`src/rtl/regfile_pkg.sv`:
```
// regfile_pkg: shared constants and port slicing helpers for regfile_mp.
// Holds the default widths of the integer and FP register files, and the
// offset helpers that locate read port i inside the packed rn and q buses.
package regfile_pkg;
    localparam int INT_DATA_W = 32;
    localparam int INT_ADDR_W = 5;
    localparam int FP_DATA_W  = 32;
    localparam int FP_ADDR_W  = 5;

    function automatic int rn_lo(input int i, input int addr_w);
        return i * addr_w;
    endfunction

    function automatic int q_lo(input int i, input int data_w);
        return i * data_w;
    endfunction
endpackage

```
`src/rtl/regfile_rdport.sv`:
```
// regfile_rdport: one combinational read port of regfile_mp.
// Ports: rn (register number), rdata/rbusy_raw (array word and busy bit
// already selected by rn), write/issue inputs (only with REGFILE_BYPASS_EN),
// q (read data), rbusy (pending-write flag).
// Macro REGFILE_BYPASS_EN adds the write-through bypass; the default build
// reads the array only.
module regfile_rdport import regfile_pkg::*; #(
    parameter int DATA_W   = INT_DATA_W,
    parameter int ADDR_W   = INT_ADDR_W,
    parameter int HAS_ZERO = 1
) (
    input  logic [ADDR_W-1:0] rn,
    input  logic [DATA_W-1:0] rdata,
    input  logic              rbusy_raw,
`ifdef REGFILE_BYPASS_EN
    input  logic              we0,
    input  logic [ADDR_W-1:0] wn0,
    input  logic [DATA_W-1:0] d0,
    input  logic              we1,
    input  logic [ADDR_W-1:0] wn1,
    input  logic [DATA_W-1:0] d1,
    input  logic              bset,
    input  logic [ADDR_W-1:0] bsn,
`endif
    output logic [DATA_W-1:0] q,
    output logic              rbusy
);
    logic zero;
    assign zero = (HAS_ZERO != 0) && (rn == '0);
`ifdef REGFILE_BYPASS_EN
    logic hit0, hit1, set;
    assign hit0  = we0 && (wn0 == rn);
    assign hit1  = we1 && (wn1 == rn);
    assign set   = bset && (bsn == rn);
    // Port 1 has priority, matching the collision rule of the array write.
    assign q     = zero ? '0 : hit1 ? d1 : hit0 ? d0 : rdata;
    // A completing long-latency write clears the hazard unless a new producer is issued on the same edge.
    assign rbusy = rbusy_raw && !(hit1 && !set);
`else
    assign q     = zero ? '0 : rdata;
    assign rbusy = rbusy_raw;
`endif
endmodule

```
`src/rtl/regfile_mp.sv`:
```
// regfile_mp: multi-port register file with pending-write scoreboard.
// Ports: clk, clrn (async active-low reset), rn/q/rbusy (NRD read ports),
// we0/wn0/d0 (ALU write), we1/wn1/d1 (long-latency write, clears busy),
// bset/bsn (mark destination pending), busy (raw scoreboard).
// Macro REGFILE_BYPASS_EN enables write-through bypass in the read ports.
module regfile_mp import regfile_pkg::*; #(
    parameter int DATA_W   = INT_DATA_W,
    parameter int ADDR_W   = INT_ADDR_W,
    parameter int NRD      = 3,
    parameter int HAS_ZERO = 1
) (
    input  logic                    clk,
    input  logic                    clrn,
    input  logic [NRD*ADDR_W-1:0]   rn,
    output logic [NRD*DATA_W-1:0]   q,
    output logic [NRD-1:0]          rbusy,
    input  logic                    we0,
    input  logic [ADDR_W-1:0]       wn0,
    input  logic [DATA_W-1:0]       d0,
    input  logic                    we1,
    input  logic [ADDR_W-1:0]       wn1,
    input  logic [DATA_W-1:0]       d1,
    input  logic                    bset,
    input  logic [ADDR_W-1:0]       bsn,
    output logic [2**ADDR_W-1:0]    busy
);
    localparam int DEPTH = 2**ADDR_W;

    logic [DATA_W-1:0] mem_q [DEPTH];
    logic [DEPTH-1:0]  busy_q, busy_d;
    logic              w0, w1, s;

    assign w0 = we0 && !((HAS_ZERO != 0) && (wn0 == '0));
    assign w1 = we1 && !((HAS_ZERO != 0) && (wn1 == '0));
    assign s  = bset && !((HAS_ZERO != 0) && (bsn == '0));

    // Set is applied after clear so a same-edge issue to the completing register stays pending.
    always_comb begin
        busy_d = busy_q;
        if (we1) busy_d[wn1] = 1'b0;
        if (s) busy_d[bsn] = 1'b1;
    end

    // Port 1 is written last so it wins a same-register collision.
    always_ff @(posedge clk or negedge clrn) begin
        if (!clrn) begin
            for (int k = 0; k < DEPTH; k++) mem_q[k] <= '0;
            busy_q <= '0;
        end else begin
            if (w0) mem_q[wn0] <= d0;
            if (w1) mem_q[wn1] <= d1;
            busy_q <= busy_d;
        end
    end

    assign busy = busy_q;

    for (genvar i = 0; i < NRD; i++) begin : g_rd
        logic [ADDR_W-1:0] r;
        assign r = rn[rn_lo(i, ADDR_W) +: ADDR_W];
        regfile_rdport #(.DATA_W(DATA_W), .ADDR_W(ADDR_W), .HAS_ZERO(HAS_ZERO)) u_rd (
            .rn(r),
            .rdata(mem_q[r]),
            .rbusy_raw(busy_q[r]),
`ifdef REGFILE_BYPASS_EN
            // Bypass is gated by reset so outputs read zero while clrn is low.
            .we0(we0 && clrn),
            .wn0(wn0),
            .d0(d0),
            .we1(we1 && clrn),
            .wn1(wn1),
            .d1(d1),
            .bset(bset),
            .bsn(bsn),
`endif
            .q(q[q_lo(i, DATA_W) +: DATA_W]),
            .rbusy(rbusy[i])
        );
    end
endmodule

```
`config.mk`:
```
export PLATFORM = sky130hd
export DESIGN_NAME = regfile_mp
export DESIGN_NICKNAME = d
export VERILOG_FILES = /design/src/rtl/regfile_pkg.sv /design/src/rtl/regfile_rdport.sv /design/src/rtl/regfile_mp.sv
export SDC_FILE = /design/constraint.sdc
export NUM_CORES = 2
export LEC_CHECK = 0
export CORE_MARGIN = 2
export CORE_UTILIZATION = 65
export CTS_CLUSTER_DIAMETER = 30
export DETAILED_ROUTE_END_ITERATION = 6
export PLACE_DENSITY = 0.9
export SYNTH_ARGS = -nofsm -noshare
export SYNTH_HDL_FRONTEND = slang
export SYNTH_SLANG_ARGS = --single-unit
```
`constraint.sdc`:
```
create_clock -name clk -period 4.9 [get_ports clk]
set_clock_uncertainty 0.2 [all_clocks]
set_input_delay 0.49 -clock clk [delete_from_list [all_inputs] [get_ports clk]]
set_output_delay 0.49 -clock clk [all_outputs]
set_load 0.005 [all_outputs]
```
==> impl_metrics.ini, run 1 <==
[floorplan]
ios = 230
rows = 123
die_w_um = 340.5
initial_core_util = 0.6550
die_y_um = 340.5

[cts]
cts_buffer_depth = 3
cts_buffers = 229
cts_setup_buffers = 0
htree_num_levels = 4
cts_sinks = 1056
post_cts_resized = 0
ctsHoldBuffers = 1
cts_root_buf = clkbuf_16

[synth]
synth.distinct_cells = 43
ys_top_cells_by_area = dfrtp_1 (36%), mux2i_1 (19%), mux4_2 (18%), o21ai_0 (4.1%), a21oi_1 (3.7%)
avgSynthCellArea_um2 = 10.54
synth-edff-count = 0
ys_ff_latch = 1056
synth_area_leader_cell = dfrtp_1
syn-num-nets = 7080
yosysSeqAreaShare = 0.3591
synthCells = 6981
ys.warnings.count = 0
async_reset_ff_frac = 1.000
ys.flop_type = dfrtp_1
synth_top_area_share = 0.3591
syn-cell-area_um2 = 73590

[global_routing]
grt_max_degree = 134
antenna_found_initial = 79
overflow = 127
grt_usage = 0.7782

[place]
gp_congestion = 1.048
io_buffer_count = 229
hpwl_um = 183700
dp_cells = 8072
dp_slack_ps = 619.1

[sta]
worst-ep-kind = top-level output
grt_repair_worst_endpoint = q[75]

[status]
stop_error = [ERROR GRT-0232] Routing congestion too high. Check the congestion heatmap in the GUI.
stop_stage = global routing
outcome = stopped before the end
## kinds of logic after synthesis
| kind of cell | count (synthesis) | share of synthesized area |
|---|---|---|
| buf+inv | 876 | 0.05043 |
| compound gates | 1585 | 0.1260 |
| flops | 1056 | 0.3591 |
| simple gates | 1384 | 0.07738 |
| mux | 2080 | 0.3871 |
## cells in the mapped netlist (3+ instances only)
cell and number:
mux2i_1 1377, dfrtp_1 1056, nand2_1 658, mux4_2 603, o21ai_0 596, clkbuf_1 577, nor2_1 555, a21oi_1 545
buf_2 221, mux2_2 100, a22oi_1 97, a211oi_1 96, a221oi_1 76, nor2b_1 76, o221ai_1 65, a311oi_1 64
buf_1 38, nand4_1 34, buf_4 33, o21ai_1 22, o2111ai_1 20, nand3b_1 6, nor3b_1 6, or2_2 6
and3b_1 5, nand2b_1 5, and2_1 4, and3_1 4, nand3_1 4, nand4b_1 4, or3b_1 4, and4bb_2 3
buf_6 3, inv_1 3, or3b_2 3
## per-stage QoR
| stage | utilization | hold slack, ps | cell area, um^2 |
|---|---|---|---|
| global placement | 0.6860 | 195.8 | 77070 |
| detailed placement | 0.6860 | 206.1 | 77070 |
| CTS | 0.7585 | 144.9 | 85210 |
| floorplan | - | -5.591 | 73590 |
## metal layers
| layer | GRT usage | overflow |
|---|---|---|
| met5 | 0.5837 | 2 |
| met1 | 0.7529 | 12 |
| met2 | 0.8826 | 55 |
| met3 | 0.7528 | 9 |
| met4 | 0.6971 | 49 |
==> run 2, diff against run 1 <==
--- a/config.mk
+++ b/config.mk
@@ -6,10 +6,9 @@
 export NUM_CORES = 2
 export LEC_CHECK = 0
 export CORE_MARGIN = 2
-export CORE_UTILIZATION = 65
-export CTS_CLUSTER_DIAMETER = 30
+export CORE_UTILIZATION = 40
 export DETAILED_ROUTE_END_ITERATION = 6
-export PLACE_DENSITY = 0.9
+export PLACE_DENSITY_LB_ADDON = 0.15
 export SYNTH_ARGS = -nofsm -noshare
 export SYNTH_HDL_FRONTEND = slang
 export SYNTH_SLANG_ARGS = --single-unit
==> run 2 against run 1 <==
The flow now finishes, with violations (design-rule violations). Synthesized cell count unchanged. Area after synthesis unchanged.
==> impl_metrics.ini, run 2 <==
[status]
outcome = finished, violations left
violations = design-rule violations

[detailed_routing]
wl_met3_um = 45620
drt_iter0_drc = 10111
dr_wl_met2_um = 155900
met1Wirelength_um = 137700
drc = 1
wl_per_cell_um = 39.11
top_layer = met5
drtAntennaViolNets = 0
routed_wirelength_um = 368200
firstDrtPassIters = 7
num_vias = 64979
vias_per_cell = 6.902

[worst_setup_path]
required_ps = 4210
r2r_start = mem_q[697]
timing.critical_path.mode_cell = buf_4
worstRegToRegCells = 2
endpoint_kind = primary output
cp_cell_sequence = buf_6 > buf_4 > mux4_2 > nor2b_1 > a211oi_1 > a311oi_1 > buf_4 > clkdlybuf4s50_1
critPathMaxFanout = 38
crit_type = primary input to primary output
cp-start-kind = primary input
slowest_stage = a311oi_1
r2r_setup_slack_ps = 3820
crit_end = q[44]
worstPathArrival_ps = 4030
rr_endpoint = mem_q[697]
critPathMaxStageDelay_ps = 1010
crit_start = rn[5]

[global_routing]
antenna_found_initial = 34
grt_max_degree = 125
grt_pass1_wl_um = 508800
grt_usage = 0.3877
grt_pass1_vias = 61450
overflow = 0

[run]
maxCapViolations = 0

[floorplan]
initial_core_util = 0.4024
ios = 230
rows = 157
die_y_um = 432.9
core_area_um2 = 182900
die-area_um2 = 187400
die_w_um = 432.9

[synth]
synth.distinct_cells = 43
yosys-top-cells-count = mux2i_1 (1377), dfrtp_1 (1056), nand2_1 (658)
synth_most_common_cell = mux2i_1
async_reset_ff_frac = 1.000
ys.flop_type = dfrtp_1
yosysSeqAreaShare = 0.3591
syn-num-nets = 7080
synth-edff-count = 0
synthCells = 6981
ys_ff_latch = 1056
ys.warnings.count = 0
syn-cell-area_um2 = 73590
avgSynthCellArea_um2 = 10.54
ys_top_cells_by_area = dfrtp_1 (36%), mux2i_1 (19%), mux4_2 (18%), o21ai_0 (4.1%), a21oi_1 (3.7%)
synth_area_leader_cell = dfrtp_1
synth_top_area_share = 0.3591

[sta]
whs_ps = 118.3
finalSetupTns_ps = 0
max_freq_ghz = 0.2120
max_slew.worst_pin.slew_ps = 1456
period_share = 0.9626
slew_viol_final = 0
rsz0062_at_grt = no
period_needed_ps = 4717
setup_violations = 0
maxSlewHeadroom = 0.02703
hold_violations = 0
fin_ws_ps = 183.2

[cts]
clk_latency_ps = 800
post_cts_resized = 0
cts_buffers = 132
cts_tree = done
cts_sinks = 1056
cts_root_buf = clkbuf_16
cts_buffer_depth = 3
htree_num_levels = 4
path_clk_slew_ps = 60

[place]
dp_cells = 9169
io_buffer_count = 229
place_area_um2 = 79550
dp_slack_ps = 281.7
gp_congestion = 0.9346
hpwl_um = 222900

[pwr]
power_density_nw_per_um2 = 401.8
total_power_mw = 33.75
leakagePower_nw = 34.41
irDropWorstVdd_v = 0.0003268

[layout]
final_cell_mix = mux2i_1 (1377), dfrtp_1 (1056), nand2_1 (631)
fill_cells = 16937
regArea_um2 = 26430
regMostFlops = mem_q
largest_reg_flops = 1024
stdcell_count = 9415
layout_commonest_cell = mux2i_1
drive_gt1_frac = 0.2001
fin_area_um2 = 83990
final_nets = 6939
multi_input_area_um2 = 44030
utilization = 0.4593
areaGrowthSynthToFinish_pct = 14.14

[min_path]
hold_path.class = primary input to register
## run 2: cell counts after synthesis
No cell type changed its count.
## run 2: how the worst min path moves through the flow
stage | cells after the start | to | start
floorplan | 0 | busy[0] | clrn
global placement | 0 | mem_q[1001] | mem_q[1001]
detailed placement | 0 | mem_q[1012] | mem_q[1012]
CTS | 3 | mem_q[833] | d1[1]
finish | 3 | mem_q[833] | d1[1]
global route | 3 | mem_q[929] | d1[1]
## run 2: power by group
| part | internal [mW] | switching (mW) |
|---|---|---|
| Sequential | 11.0 | 2.64 |
| Combinational | 5.22 | 4.69 |
| Clock | 6.04 | 4.18 |
| Total | 22.2 | 11.5 |
## run 2: logic make-up (layout without fill, tap and decap cells)
kind of cell / after synthesis / count (layout) / synth area share
mux: 2080 / 2080 / 0.3871
flops: 1056 / 1056 / 0.3591
buf+inv: 876 / 826 / 0.05043
simple gates: 1384 / 1384 / 0.07738
compound gates: 1585 / 1585 / 0.1260
other cells: 0 / 20 / 0
## run 2: area by class of cell
class                   count  share of cell area
flip-flops and latches   1056              0.3146
clock buffers             197             0.04822
repair buffers            597             0.07137
inverters                   4           0.0002383
clock inverters            28            0.003977
well taps                2464             0.03671
multi-input cells        5049              0.5243
diodes                     20           0.0005959
## run 2: metal layers
metal / track usage / vias up
li1: - / 25799
met1: 0.4986 / 33031
met2: 0.5565 / 4815
met3: 0.1236 / 1306
met4: 0.2598 / 28
met5: 0.001821 / -
## run 2: repair_timing
action / 4_1_cts / 5_1_grt
endpoints found under the hold margin: 48 / 0
endpoints found under the setup margin: 0 / 0
hold buffers: 1 / 0
setup buffers: 0 / 0
## run 2: worst max-delay path, delay by kind of cell
family          cells  cell delay, ps
compound gates      2            1070
buf+inv             4            1950
mux                 1             310
simple gates        1             130
Note: power is estimated with default switching activity, not from simulation.
